[config.mk]
export PLATFORM = sky130hd
export DESIGN_NAME = e_alloc
export DESIGN_NICKNAME = d
export VERILOG_FILES = /design/src/rtl/e_pkg.sv /design/src/rtl/e_cell.sv /design/src/rtl/e_prio.sv /design/src/rtl/e_alloc.sv
export SDC_FILE = /design/constraint.sdc
export NUM_CORES = 1
export LEC_CHECK = 0
export ABC_AREA = 0
export CORE_MARGIN = 2
export CORE_UTILIZATION = 46
export CTS_BUF_LIST = sky130_fd_sc_hd__clkbuf_4 sky130_fd_sc_hd__clkbuf_8 sky130_fd_sc_hd__clkbuf_16
export DETAILED_ROUTE_END_ITERATION = 8
export GPL_ROUTABILITY_DRIVEN = 0
export PLACE_DENSITY = 0.77
export SLEW_MARGIN = 20
export SYNTH_ARGS = -nofsm -noshare
export SYNTH_HDL_FRONTEND = slang
export SYNTH_SLANG_ARGS = --single-unit
[constraint.sdc]
create_clock -name clk -period 3.1 [get_ports clk]
set_input_delay 0.31 -clock clk [delete_from_list [all_inputs] [get_ports clk]]
set_output_delay 0.31 -clock clk [all_outputs]
set_load 0.01 [all_outputs]
[src/rtl/e_pkg.sv]
// ============================================================================
// Module   : e_pkg
// Purpose  : Shared sizing helpers for the e_alloc slot allocator.
// Revision : 1.0 - initial release
// ============================================================================
`default_nettype none

package e_pkg;

    // Count width that can hold the values 0..w inclusive.
    function automatic int e_cnt_w(input int w);
        return $clog2(w) + 1;
    endfunction

    // Pool widths the e_cell selector is built for.
    function automatic bit e_width_ok(input int w);
        return (w >= 4) && (w <= 6);
    endfunction

endpackage

`default_nettype wire

[src/rtl/e_cell.sv]
// ============================================================================
// Module   : e_cell
// Purpose  : Next-slot selector: highest free bit of x_i strictly below the
//            one-hot position sel_i.
// Revision : 1.0 - initial release
// ============================================================================
`default_nettype none

module e_cell #(
    parameter int W = 4
) (
    input  logic [W-1:0] x_i,
    input  logic [W-1:0] sel_i,
    output logic         vld_o,
    output logic [W-1:0] y_o
);

    logic [W-1:0] w_below;
    logic [W-1:0] w_cand;
    logic         w_found;

    // sel_i is one-hot, so sel_i-1 is exactly the set of bits below it.
    assign w_below = (sel_i == '0) ? '0 : (sel_i - W'(1));
    assign w_cand  = ~x_i & w_below;
    assign vld_o   = |w_cand;

    always_comb begin
        y_o     = '0;
        w_found = 1'b0;
        for (int i = W - 1; i >= 0; i--) begin
            if (!w_found && w_cand[i]) begin
                y_o[i]  = 1'b1;
                w_found = 1'b1;
            end
        end
    end

endmodule

`default_nettype wire

[src/rtl/e_prio.sv]
// ============================================================================
// Module   : e_prio
// Purpose  : MSB-first one-hot priority encoder (all-zero in, all-zero out).
// Revision : 1.0 - initial release
// ============================================================================
`default_nettype none

module e_prio #(
    parameter int W = 4
) (
    input  logic [W-1:0] x_i,
    output logic [W-1:0] y_o
);

    logic w_found;

    always_comb begin
        y_o     = '0;
        w_found = 1'b0;
        for (int i = W - 1; i >= 0; i--) begin
            if (!w_found && x_i[i]) begin
                y_o[i]  = 1'b1;
                w_found = 1'b1;
            end
        end
    end

endmodule

`default_nettype wire

[src/rtl/e_alloc.sv]
// ============================================================================
// Module   : e_alloc
// Purpose  : Registered slot allocator around e_cell with one-cycle grant,
//            single-slot release and occupancy status.
// Revision : 1.0 - initial release
// ============================================================================
`default_nettype none

module e_alloc
    import e_pkg::*;
#(
    parameter int W = 4
) (
    input  logic                  clk,
    input  logic                  arst_n,
    input  logic                  alloc_req_i,
    output logic                  gnt_vld_o,
    output logic                  gnt_ok_o,
    output logic [W-1:0]          gnt_pos_o,
    input  logic                  free_vld_i,
    input  logic [W-1:0]          free_pos_i,
    output logic                  err_o,
    output logic [W-1:0]          occ_o,
    output logic [e_cnt_w(W)-1:0] cnt_o,
    output logic                  full_o,
    output logic                  empty_o
);

    localparam int c_CNT_W = e_cnt_w(W);

    generate
        if (!e_width_ok(W)) begin : g_bad_width
            $error("e_alloc: unsupported pool width W=%0d", W);
        end
    endgenerate

    logic [W-1:0]       r_occ;
    logic [W-1:0]       r_head;
    logic [c_CNT_W-1:0] r_cnt;
    logic               r_gnt_vld;
    logic               r_gnt_ok;
    logic [W-1:0]       r_gnt_pos;
    logic               r_err;

    logic               w_cell_vld;
    logic [W-1:0]       w_cell_y;
    logic               w_free_onehot;
    logic               w_free_legal;
    logic [W-1:0]       w_free_mask;
    logic [W-1:0]       w_grant;
    logic [W-1:0]       w_occ_nxt;
    logic [W-1:0]       w_head_nxt;
    logic [c_CNT_W-1:0] w_cnt_nxt;

    // Selector sees only registered state, so no input reaches it.
    e_cell #(.W(W)) u_cell (
        .x_i   (r_occ),
        .sel_i (r_head),
        .vld_o (w_cell_vld),
        .y_o   (w_cell_y)
    );

    e_prio #(.W(W)) u_prio (
        .x_i (w_occ_nxt),
        .y_o (w_head_nxt)
    );

    assign w_free_onehot = (free_pos_i != '0) && ((free_pos_i & (free_pos_i - W'(1))) == '0);
    assign w_free_legal  = free_vld_i && w_free_onehot && ((free_pos_i & r_occ) != '0);
    assign w_free_mask   = w_free_legal ? free_pos_i : '0;

    always_comb begin
        w_grant = '0;
        if (alloc_req_i) begin
            if (r_occ == '0) begin
                w_grant = {1'b1, {(W-1){1'b0}}};
            end else if (w_cell_vld) begin
                w_grant = w_cell_y;
            end
        end
    end

    // Decision used pre-free occupancy; a granted slot is never the freed one.
    assign w_occ_nxt = (r_occ & ~w_free_mask) | w_grant;

    always_comb begin
        w_cnt_nxt = '0;
        for (int i = 0; i < W; i++) begin
            w_cnt_nxt = w_cnt_nxt + c_CNT_W'(w_occ_nxt[i]);
        end
    end

    always_ff @(posedge clk or negedge arst_n) begin
        if (!arst_n) begin
            r_occ     <= '0;
            r_head    <= '0;
            r_cnt     <= '0;
            r_gnt_vld <= 1'b0;
            r_gnt_ok  <= 1'b0;
            r_gnt_pos <= '0;
            r_err     <= 1'b0;
        end else begin
            r_occ     <= w_occ_nxt;
            r_head    <= w_head_nxt;
            r_cnt     <= w_cnt_nxt;
            r_gnt_vld <= alloc_req_i;
            r_gnt_ok  <= (w_grant != '0);
            r_gnt_pos <= w_grant;
            r_err     <= free_vld_i && !w_free_legal;
        end
    end

    assign gnt_vld_o = r_gnt_vld;
    assign gnt_ok_o  = r_gnt_ok;
    assign gnt_pos_o = r_gnt_pos;
    assign err_o     = r_err;
    assign occ_o     = r_occ;
    assign cnt_o     = r_cnt;
    assign full_o    = &r_occ;
    assign empty_o   = ~|r_occ;

endmodule

`default_nettype wire

==> metrics.csv <==
metric,value,unit
fin_setup_tns,0,ps
synth.distinct_cells,38,
clk_pin_slew,100,ps
dp_worst_setup_slack,261,ps
grt_max_degree,18,
final_cell_mix,"clkdlybuf4s50_1, dfrtp_1, inv_1",
synthCells,75,
syn2layout_area_growth,32.0,%
placed_area,1130,µm²
diodes,0,
avgSynthCellArea,11.7,µm²
netlist_top_cells_area,"dfrtp_1, o41ai_4, inv_1",
wl,1880,µm
synth_edf_count,0,
relSlewSlack,50.7,%
cts.sinks,17,
via_per_inst,5.60,
core_area,1760,µm²
clock_latency,310,ps
syn_nets,86,
cts_setup_buffers,0,
drv_slew,0,
drt-wirelength-per-cell,14.9,µm
num_rows,15,
grt_setup_unrepaired,false,
io_pins,24,
finalPower,1.05,mW
utilization,65.5,%
critPathKind,flip-flop to flip-flop,
startpoint_type,flip-flop,
dp_cells,122,
worstSetupEndpointType,flip-flop,
numCtsBuffers,3,
initial_core_util,49.6,%
htreeDepth,1,
post_cts_resized,0,
hp-class,input pin to asynchronous set/reset pin,
hold_viol,0,
status,finished clean,
clockBufferDepth,2,
critPathArrivalTime,2870,ps
numPortBuffers,23,
yosys.area.top_type,dfrtp_1,
finClkSkew,7.31,ps
grt_pass1_wl,3000,µm
p_leak,0.496,nW
required,3300,ps
highest_layer,met4,
hold_ws,429,ps
cts-root-buf,clkbuf_4,
wl_met1,789,µm
track_usage,20.5,%
firstDrtPassIters,4,
powerDensity,905,nW/µm²
gr-total-overflow,0,
fin_crit_sh,86.0,%
grt_pass1_vias,644,
crit_path_max_fanout,5,
cap_violations,0,
tritoncts,done,
yosys_warnings,0,
fillCellCount,166,
max_freq,0.375,GHz
postRouteAntennaNets,0,
setup_ws,434,ps
worst_pin_slew,737,ps
drc,0,
nets,113,
cts_hold_buf,0,
synth_seq_cells,17,
dp_hpwl,1440,µm
dr_wl_met3,94,µm
synth-main-ff-cell,dfrtp_1,
ir_drop,0.000623,V
crit_slowest_cell,o41ai_1,
stdcell_count,126,
drt_iter0_drc,10,
drive_gt1_share,15.8,%
design.die.area,2270,µm²
synth_top_area_share,48.6,%
die_h,47.6,µm
antenna_found_initial,0,
wl_met2,932,µm
ys_async_sr_fraction,100,%
fin_area,1160,µm²
via_count,705,
die_w,47.6,µm
final_common_cell,clkdlybuf4s50_1,
period_needed,2670,ps
synth_area,876,µm²
finalSetupViolCount,0,
cp_cell_sequence,o21ai_1 -> a21oi_4 -> o41ai_1 -> inv_1 -> fa_1 -> inv_1 -> ha_1 -> ha_1,
yosysSeqAreaShare,48.6,%
slowest_delay,570,ps
==> cell families (layout without fill, tap and decap cells) <==
family	count (synthesis)	count (layout)	synth area share (%)
and+or+nand+nor	25	25	20.1
AOI/OAI and AO/OA	20	20	20.6
DFF	17	17	48.6
buffers and inverters	10	36	5.57
adders and majority gates	3	3	5.14
==> cells in the mapped netlist, types with 2 or more instances <==
cell type	number
dfrtp_1	17
and2_1	4
a22oi_1	2
ha_1	2
nand2_1	2
nand2b_1	2
nor4_1	2
or4_4	2
or3b_1	2
a21oi_1	3
inv_1	7
o21ai_1	2
or2_2	2
nor2_1	2
==> power by group <==
group	internal, mW	switching (mW)
combinational	0.280	0.250
sequential	0.301	0.0910
clock	0.0494	0.0750
total	0.630	0.416
==> per-layer routing <==
metal	vias to the layer above	GRT usage, %
met4	0	15.1
met1	346	25.1
met2	23	30.8
met5	-	0
li1	329	-
met3	7	6.04
==> path summary, 6_finish.rpt <==
check                                    start                     end  slack [ps]  cells past startpoint
setup / recovery           r_head[0]$_DFF_PN0_      cnt_o[1]$_DFF_PN0_         430                      8
hold / removal                          arst_n      occ_o[0]$_DFF_PN0_         430                      1
setup reg to reg           r_head[0]$_DFF_PN0_      cnt_o[1]$_DFF_PN0_         430                      8
hold reg to reg            r_head[0]$_DFF_PN0_  gnt_pos_o[0]$_DFF_PN0_         670                      2
max in group asynchronous               arst_n         err_o$_DFF_PN0_        2200                      1
min in group clk                   alloc_req_i     gnt_vld_o$_DFF_PN0_         570                      1
==> critical path: cells and delay by family, from the launching register on <==
| family | cells | cell delay (ps) |
|---|---|---|
| compound gates | 3 | 970 |
| fa+ha+maj | 3 | 980 |
| flops | 1 | 430 |
| buf+inv | 2 | 170 |
==> layout make-up <==
| cell class | count | area, µm² | area share [%] |
|---|---|---|---|
| clock inverter | 1 | 7.51 | 0.649 |
| sequential | 17 | 425 | 36.8 |
| timing repair buffer | 24 | 238 | 20.6 |
| inverter | 8 | 30.0 | 2.60 |
| tap | 25 | 31.3 | 2.71 |
| multi-input combinational | 48 | 402 | 34.7 |
| clock buffer | 3 | 22.5 | 1.95 |
==> state kept, by name, indices dropped and copies added, names as in the netlist <==
name	count
occ_o	3
cnt_o	3
gnt_vld_o	1
r_head	4
err_o	1
gnt_ok_o	1
gnt_pos_o	4
(Power assumes the default switching activity.)
